## config.mk

```make
export PLATFORM = sky130hd
export DESIGN_NAME = vga_timing_gen
export DESIGN_NICKNAME = d
export VERILOG_FILES = /design/src/rtl/vga_timing_gen.sv
export SDC_FILE = /design/constraint.sdc
export NUM_CORES = 1
export LEC_CHECK = 0
export CAP_MARGIN = 10
export CORE_MARGIN = 8
export CORE_UTILIZATION = 50
export DETAILED_ROUTE_END_ITERATION = 8
export PLACE_DENSITY = 0.78
export SYNTH_ARGS = -nofsm -noshare
export SYNTH_HDL_FRONTEND = slang
export SYNTH_SLANG_ARGS = --single-unit
export TNS_END_PERCENT = 5
```

## constraint.sdc

```tcl
create_clock -name clk -period 5.98 [get_ports clk]
set_input_delay 1.196 -clock clk [delete_from_list [all_inputs] [get_ports clk]]
set_output_delay 1.196 -clock clk [all_outputs]
set_load 0.02 [all_outputs]
```

## src/rtl/vga_timing_gen.sv

```systemverilog
// VGA raster timing generator: master-clock divider -> pixel enable, h/v counters, sync + blanked RGB.
// Latency: counters/video_on registered; hsync/vsync/rgb_out lag the raster position by one pixel tick.
// Backpressure: none; free-running raster, outputs hold between pixel ticks.
//
// Ports:
//   clk, clr             master clock, asynchronous active-high reset
//   pix_ce               one-clk pulse per pixel tick
//   hcount, vcount       raster position (registered, change only on pixel-tick edges)
//   video_on             position is inside the visible area
//   vblank_tick          one-clk strobe at the first tick of vertical blanking
//   rgb_in               user colour for the current (hcount, vcount)
//   hsync, vsync, rgb_out  connector-side signals, mutually aligned
module vga_timing_gen #(
  parameter int   CLK_DIV  = 2,
  parameter int   H_ACTIVE = 640,
  parameter int   H_FP     = 16,
  parameter int   H_SYNC   = 96,
  parameter int   H_BP     = 48,
  parameter int   V_ACTIVE = 480,
  parameter int   V_FP     = 10,
  parameter int   V_SYNC   = 2,
  parameter int   V_BP     = 33,
  parameter logic HS_POL   = 1'b0,
  parameter logic VS_POL   = 1'b0,
  parameter int   CW       = 10,
  parameter int   RGB_W    = 8
) (
  input  logic             clk,
  input  logic             clr,
  output logic             pix_ce,
  output logic [CW-1:0]    hcount,
  output logic [CW-1:0]    vcount,
  output logic             video_on,
  output logic             vblank_tick,
  input  logic [RGB_W-1:0] rgb_in,
  output logic             hsync,
  output logic             vsync,
  output logic [RGB_W-1:0] rgb_out
);

  localparam int H_TOTAL = H_ACTIVE + H_FP + H_SYNC + H_BP;
  localparam int V_TOTAL = V_ACTIVE + V_FP + V_SYNC + V_BP;

  localparam logic [CW-1:0] ONE      = CW'(1);
  localparam logic [CW-1:0] DIV_LAST = CW'(CLK_DIV - 1);
  localparam logic [CW-1:0] H_LAST   = CW'(H_TOTAL - 1);
  localparam logic [CW-1:0] V_LAST   = CW'(V_TOTAL - 1);
  localparam logic [CW-1:0] H_ACT    = CW'(H_ACTIVE);
  localparam logic [CW-1:0] V_ACT    = CW'(V_ACTIVE);
  localparam logic [CW-1:0] HS_START = CW'(H_ACTIVE + H_FP);
  localparam logic [CW-1:0] HS_END   = CW'(H_ACTIVE + H_FP + H_SYNC - 1);
  localparam logic [CW-1:0] VS_START = CW'(V_ACTIVE + V_FP);
  localparam logic [CW-1:0] VS_END   = CW'(V_ACTIVE + V_FP + V_SYNC - 1);

  // (0,0) is visible whenever the active area is non-empty, so video_on
  // resets to that value to stay consistent with the reset counters.
  localparam logic VON_RST = (H_ACTIVE > 0) && (V_ACTIVE > 0);

  logic [CW-1:0] div;
  logic [CW-1:0] div_nxt;
  logic          ce_nxt;
  logic [CW-1:0] h_nxt;
  logic [CW-1:0] v_nxt;

  // Next-state of the divider and raster counters. pix_ce is registered from
  // the divider's next value so it lines up with the count it describes and
  // reads 0 while in reset even when CLK_DIV=1. The >= compares make any
  // out-of-range count fall back to 0 on the next wrap decision.
  always_comb begin
    div_nxt = (div >= DIV_LAST) ? '0 : div + ONE;
    ce_nxt  = (div_nxt == DIV_LAST);
    h_nxt   = hcount;
    v_nxt   = vcount;
    if (pix_ce) begin
      if (hcount >= H_LAST) begin
        h_nxt = '0;
        v_nxt = (vcount >= V_LAST) ? '0 : vcount + ONE;
      end else begin
        h_nxt = hcount + ONE;
      end
    end
  end

  always_ff @(posedge clk or posedge clr) begin
    if (clr) begin
      div         <= '0;
      pix_ce      <= 1'b0;
      hcount      <= '0;
      vcount      <= '0;
      video_on    <= VON_RST;
      vblank_tick <= 1'b0;
      hsync       <= ~HS_POL;
      vsync       <= ~VS_POL;
      rgb_out     <= '0;
    end else begin
      div      <= div_nxt;
      pix_ce   <= ce_nxt;
      hcount   <= h_nxt;
      vcount   <= v_nxt;
      // Derived from the next counts so flags and counters agree every cycle.
      video_on <= (h_nxt < H_ACT) && (v_nxt < V_ACT);
      // Only the tick cycle of pixel (0, V_ACTIVE) strobes; hcount sits at 0
      // for CLK_DIV cycles but only one of them carries pix_ce.
      vblank_tick <= ce_nxt && (h_nxt == '0) && (v_nxt == V_ACT);

      // Connector stage samples the current position, giving one tick of lag
      // that is identical for sync and colour.
      if (pix_ce) begin
        rgb_out <= video_on ? rgb_in : '0;
        hsync   <= ((hcount >= HS_START) && (hcount <= HS_END)) ? HS_POL : ~HS_POL;
        vsync   <= ((vcount >= VS_START) && (vcount <= VS_END)) ? VS_POL : ~VS_POL;
      end
    end
  end

endmodule
```

## Word-level counts from Yosys, hierarchy flattened

Cells that the tools add are included.

- Flip-flop bits (word level): 43
- Input port bits: 10
- Output and inout port bits: 33

- Reductions and logical operators: 6
- Magnitude comparators: 9
- Mux-type cells: 9
- Equality and inequality tests: 2
- Add/subtract/negate cells: 3

Operator list:

| cell | number |
|---|---|
| $mux W10 | 6 |
| $add A10 B1 Y10 const B | 3 |
| $ge A10 B10 Y1 const B | 3 |
| $eq A10 B1 Y1 const B | 1 |
| $eq A10 B9 Y1 const B | 1 |
| $ge A10 B1 Y1 const B | 1 |
| $ge A10 B9 Y1 const B | 1 |
| $le A10 B10 Y1 const B | 1 |
| $le A10 B9 Y1 const B | 1 |
| $logic_not A10 Y1 | 1 |
| $lt A10 B10 Y1 const B | 1 |
| $lt A10 B9 Y1 const B | 1 |
| $mux W8 | 1 |
| $logic_and A1 B1 Y1 | 5 |
| $mux W1 | 2 |

## Depth between registers and ports, before layout

Gate-level depths: netlist (run 1).

- Word-level depth: 6
- Depth in mapped cells: 8

## Worst setup path after synthesis (run 1)

No wires, ideal clock.

- Path type: flip-flop to flip-flop
- Start point: register hcount[0]
- End point: register vblank_tick
- Library setup time: 96 ps
- Period minus slack after synthesis: 2554 ps
- Path buffers: 1
- Cell stages (with the launch flop): 9
- Arrival time: 2458 ps
- Setup slack: 3426 ps
- Cells stage by stage: dfrtp_1 -> ha_1 -> nand4_4 -> a211o_1 -> buf_6 -> nor3_4 -> xnor2_1 -> or4_4 -> nor4_2

- Longest elaborated chain between the ends: 6

Ends and longest elaborated chain:

| what | line | source |
|---|---|---|
| start: declaration | 31 | `output logic [CW-1:0] hcount,` |
| start signal: assignment | 98 | `hcount <= h_nxt;` |
| $add A10 B1 Y10 / $ge A10 B10 Y1 (equally long branches) | 79, 75 |  |
| $mux W10 | 75 | `if (hcount >= H_LAST) begin` |
| $mux W10 | 74 | `if (pix_ce) begin` |
| $logic_not A10 Y1 | 104 | `vblank_tick <= ce_nxt && (h_nxt == '0) && (v_nxt == V_ACT);` |
| $logic_and A1 B1 Y1 | 104 |  |
| $logic_and A1 B1 Y1 (*) | 104 |  |
| end signal: assignment | 104 |  |
| end: declaration | 34 | `output logic vblank_tick,` |

Every way passes the cells marked *; elsewhere a longest branch is shown, timed or not.
A chain may end at the register's enable or synchronous reset.

## Worst setup path after layout (run 1)

- Start point: register pix_ce
- End point: output pix_ce

RTL lines:

| what | line | source |
|---|---|---|
| start: declaration | 30 | `output logic pix_ce,` |
| start signal: assignment | 97 | `pix_ce <= ce_nxt;` |

No word-level cell between the ends.

==> flow_summary.toml, run 1 <==
[grt]
antenna_found_initial = 0
grt_max_degree = 44
grt_pass1_wl_um = 7650
first_global_vias = 1706
overflow = 0
grt_use_total_pct = 14.4

[job]
max-cap-violations = 0

[pwr]
seq_power_share_pct = 48.2
sw_frac_of_total_pct = 22.6
ir_drop_mv = 0.151
fin_total_pwr_w = 0.000666
power.leakage_nw = 1.23
powerDensity_mw_per_mm2 = 239
power.net_switching_w = 0.000151
pwr-share-comb_pct = 12.2
internal_power_w = 0.000515
clockPowerShare_pct = 39.6

[synth]
postSynthAreaPerCell_um2 = 9.37
synth_enable_flop_cells = 0
ys_ff_latch = 43
yosysWarnings = 0
yosysUniqueCellTypes = 50
synthArstFlopShare_pct = 100
yosysSeqAreaShare_pct = 49.5
netlist_area_mm2 = 0.00218
synthCells = 233
ys.flop_type = "dfrtp_1"

[final_layout]
antennaDiodeCount = 0
num-fill-cells = 353
seqCellArea_mm2 = 0.00108
multi_input_area_um2 = 988
final_common_cell = "clkdlybuf4s50_1"
area_growth_pct = 27.5
layout.cells.non_filler = 332
nets = 296
stdcell_area_mm2 = 0.00278
drive_gt1_share_pct = 6.79
final_cell_mix = "clkdlybuf4s50_1, dfrtp_1, nand2_1"

[clock_network]
post_cts_resized = 0
root_buffer = "clkbuf_8"
cts_sinks = 43
cts_inserted_buffers = 5
clk_pin_slew_ps = 80
clk-insertion-delay-late_ps = 290
cts_setup_buffers = 0
cts_tree = "done"
cts_hold_buf = 0
ctsHtreeMaxLevel = 2
clockBufferDepth = 2

[sta]
post-route-period-util_pct = 53.3
skew_ps = 6.54
slew_headroom_pct = 39.9
drv_slew = 0
fmax_ghz = 0.314
hold_ws_ps = 496
tightest_slew_ps = 901
setup_tns_ps = 0
rsz0062_at_grt = "false"
fin_crit_ps = 3190
setup_violations = 0
hold_viol_final = 0

[floorplan]
die_h_um = 82.1
core-area_mm2 = 0.00429
start_util_pct = 50.8
dieArea_mm2 = 0.00674
rows = 24
die_w_um = 82.1
ioPinCount = 43

[route]
dr_total_vias = 1822
wl_um = 4600
wire_per_inst_um = 13.9
drtIter0Drc = 157
vias_per_cell = 5.49
detail_route.first_pass.iterations = 4
ant_nets = 0
drc = 0

[critical_path]
end_kind = "output port"
path_buf_inv = 1
start_kind = "register"
crit_chain = "clkdlybuf4s50_1"
critPathRequiredTime_ps = 4780
r2r_slack_ps = 3170
cp_slowest_cell = "dfrtp_1"
cp.arrival_ps = 1990
crit_fanout = 36
critPathKind = "reg -> out"
cpLargestDelayFamily = "flip-flops"
slowest_delay_ps = 940

[placement]
placed_cells = 324
placed_cell_area_mm2 = 0.00265
routabilityCongestion = 0.909
io_buffers = 42
hpwl_um = 3290

[worst_hold_path]
hold_path.class = "reg -> reg"

[run_status]
status = "finished clean"
[worst paths after layout]
path,start,endpoint,depth (start not counted)
hold / removal,hsync,hsync,2
hold reg to reg,hsync,hsync,2
max in group asynchronous,clr,vsync,3
setup reg to reg,hcount[0],vblank_tick,7
setup / recovery,pix_ce,pix_ce,1
min in group asynchronous,clr,rgb_out[7],3
[final cells by class]
class                   count  share of cell area (%)
clock inverters             2                    2.16
well taps                  52                    2.34
inverters                  24                    3.24
multi-input cells         162                    35.5
repair buffers             43                    15.4
clock buffers               6                    2.61
flip-flops and latches     43                    38.8
[sequential cells by signal (all words and copies together), names as in the netlist, 8 cells and up]
signal,flops
div,10
hcount,10
vcount,10
rgb_out,8
[stage by stage]
step                      utilization [%]  setup slack, ps
after floorplan                         -             3430
after global placement               61.7             3120
after detailed placement             61.7             3100
after CTS                            64.8             2780
after global routing                 64.8             2660
final                                64.8             2790
[metal layers]
| metal | part of all wire, % | GRT usage [%] |
|---|---|---|
| met5 | 0 | 0 |
| met4 | 1.5 | 5.96 |
| met3 | 8.9 | 5.25 |
| met2 | 45 | 22.2 |
| met1 | 45 | 17.8 |
[cells by family (layout without fill, tap and decap cells)]
logic type | after synthesis | in the layout | share of synthesized area (%)
other | 1 | 7 | 0.172
buffers and inverters | 34 | 75 | 6.30
and+or+nand+nor | 87 | 87 | 21.6
DFF | 43 | 43 | 49.5
adders and majority gates | 7 | 7 | 4.01
xor gates and xnor gates | 3 | 3 | 1.20
AOI/OAI and AO/OA | 58 | 58 | 17.3
[cells in the mapped netlist (4+ instances only)]
master    count  area, um^2
and3_1        8        50.1
nand3_1       4        20.0
nand2_1      31         116
clkbuf_1      7        26.3
dfrtp_1      40        1000
nor4_1        6        37.5
a21oi_1       8        40.0
nand2b_1      4        25.0
o21ai_0      26         130
nor2_1       16        60.1
ha_1          7        87.6
inv_1        24        90.1
[worst min-delay path, stage by stage, from the launching register on]
cell and delay [ps]:
dfstp_2 370, nor2_1 80, a21oi_1 50
[power by group through the flow]
| stage | clock network [W] | logic [W] | registers, W |
|---|---|---|---|
| floorplan | 0 | 0.0000210 | 0.000344 |
| detailed placement | 0 | 0.0000831 | 0.000327 |
| global route | 0.000280 | 0.0000891 | 0.000324 |
| finish | 0.000264 | 0.0000812 | 0.000321 |
| global placement | 0 | 0.0000820 | 0.000326 |
| CTS | 0.000270 | 0.0000833 | 0.000321 |
(Power assumes the default switching activity.)
==> run 2: changes to the inputs <==
--- a/config.mk
+++ b/config.mk
@@ -7,9 +7,9 @@
 export LEC_CHECK = 0
 export CAP_MARGIN = 10
 export CORE_MARGIN = 8
-export CORE_UTILIZATION = 50
+export CORE_UTILIZATION = 46
 export DETAILED_ROUTE_END_ITERATION = 8
-export PLACE_DENSITY = 0.78
+export PLACE_DENSITY = 0.75
 export SYNTH_ARGS = -nofsm -noshare
 export SYNTH_HDL_FRONTEND = slang
 export SYNTH_SLANG_ARGS = --single-unit
==> constraint.sdc (replaced) <==
create_clock -name clk -period 2.6 [get_ports clk]
set_input_delay 0.52 -clock clk [delete_from_list [all_inputs] [get_ports clk]]
set_output_delay 0.52 -clock clk [all_outputs]
set_load 0.02 [all_outputs]
==> flow_summary.toml, run 2 (synthesized netlist as in run 1, its figures left out) <==
[run_status]
status = "finished clean"

[final_layout]
nets = 305
reg_top3 = "div x10, hcount x10, vcount x10"
num-fill-cells = 434
area_growth_pct = 28.7
drive_gt1_share_pct = 10.4
final_common_cell = "clkdlybuf4s50_1"
antennaDiodeCount = 0
final_cell_mix = "clkdlybuf4s50_1, dfrtp_1, nand2_1"

[route]
wire_per_inst_um = 14.3
detail_route.first_pass.iterations = 4
drc = 0
dr_total_vias = 1846
vias_per_cell = 5.38
ant_nets = 0
wl_um = 4890
drtIter0Drc = 85

[worst_hold_path]
hold_path.class = "reg -> reg"
whs_endpoint = "hsync"
hold_depth = 2
hp-start = "hsync"

[sta]
hold_viol_final = 0
setup_tns_ps = 0
post-route-period-util_pct = 93.2
setup_violations = 0
drv_slew = 0
fmax_ghz = 0.413
tightest_slew_ps = 564
rsz0062_at_grt = "false"
skew_ps = 6.14
slew_headroom_pct = 61.9
fin_crit_ps = 2420

[clock_network]
cts_sinks = 43
cts_inserted_buffers = 5
ctsHtreeMaxLevel = 2
clk-insertion-delay-late_ps = 290
clockBufferDepth = 2
root_buffer = "clkbuf_8"
post_cts_resized = 0
cts_tree = "done"
cts_setup_buffers = 0
clk_pin_slew_ps = 80
cts_hold_buf = 0

[critical_path]
critPathRequiredTime_ps = 2800
cpLargestDelayFamily = "simple AND/OR/NAND/NOR gates"
path_buf_inv = 0
cp.arrival_ps = 2620
critPathKind = "reg -> reg"
crit_chain = "ha_2 > nand4_4 > a211o_2 > nor2_2 > a2bb2oi_1 > or4_4 > nor4_2"
crit_fanout = 6
r2r-start = "hcount[1]"
end_kind = "register"
reg2reg_to = "vblank_tick"
start_kind = "register"
r2r_slack_ps = 180
cp_slowest_cell = "or4_4"
rr_worst_depth = 7
slowest_delay_ps = 490

[grt]
grt_pass1_wl_um = 8530
antenna_found_initial = 0
overflow = 0
first_global_vias = 1792
grt_use_total_pct = 14.5
grt_max_degree = 44

[pwr]
ir_drop_mv = 0.303
power.leakage_nw = 1.25
powerDensity_mw_per_mm2 = 478
fin_total_pwr_w = 0.00134

[floorplan]
core-area_mm2 = 0.00466
die_h_um = 84.9
dieArea_mm2 = 0.00721
rows = 25
start_util_pct = 46.8
ioPinCount = 43
die_w_um = 84.9

[placement]
io_buffers = 42
hpwl_um = 3580
routabilityCongestion = 0.938

[job]
max-cap-violations = 0
==> run 2: how the worst max path moves through the flow <==
stage	startpoint	to	slack, ps	cells past startpoint
after floorplan	hcount[0]	vblank_tick	50	8
after global placement	hcount[1]	vblank_tick	280	7
after detailed placement	hcount[1]	vblank_tick	190	7
after CTS	hcount[1]	vblank_tick	150	7
after global routing	hcount[1]	vblank_tick	20	7
final	hcount[1]	vblank_tick	180	7
==> run 2: cell type report <==
| type | count | area [um^2] | share of cell area (%) |
|---|---|---|---|
| Clock inverter | 2 | 12.5 | 0.445 |
| Tap cell | 54 | 67.6 | 2.40 |
| Inverter | 24 | 90.1 | 3.21 |
| Sequential cell | 43 | 1080 | 38.4 |
| Timing Repair Buffer | 52 | 495 | 17.6 |
| Multi-Input combinational cell | 162 | 992 | 35.3 |
| Clock buffer | 6 | 72.6 | 2.58 |
==> run 2: layer usage <==
| metal | part of all wire, % | global-route usage (%) | routed length (um) |
|---|---|---|---|
| met1 | 45 | 18.1 | 2220 |
| met2 | 47 | 23.2 | 2280 |
| met3 | 6.6 | 4.73 | 323 |
| met4 | 1.4 | 4.37 | 69 |
| met5 | 0 | 0 | 0 |
==> run 2: tightest hold or removal path, delay by kind of cell, from the launching register on <==
family	cells	cell delay [ps]
flops	1	370
simple gates	1	80
compound gates	1	50
==> run 2: power by group <==
group	leakage, nW	total, W	switching, W	internal (W)
clock network	0.0412	0.000415	0.000227	0.000188
logic	0.663	0.000196	0.000103	0.0000935
registers	0.545	0.000732	0.0000197	0.000712
==> run 2: per-stage QoR <==
| stage | utilization, % | worst slack, ps | cells | hold slack [ps] | instance area (um^2) |
|---|---|---|---|---|---|
| after floorplan | - | 46.0 | 239 | 479 | 2210 |
| after global placement | 58.4 | 279 | 335 | 481 | 2720 |
| after detailed placement | 58.4 | 187 | 335 | 485 | 2720 |
| after CTS | 60.2 | 151 | 343 | 501 | 2810 |
| after global routing | 60.3 | 22.2 | 343 | 524 | 2810 |
| final | 60.3 | 177 | 343 | 496 | 2810 |
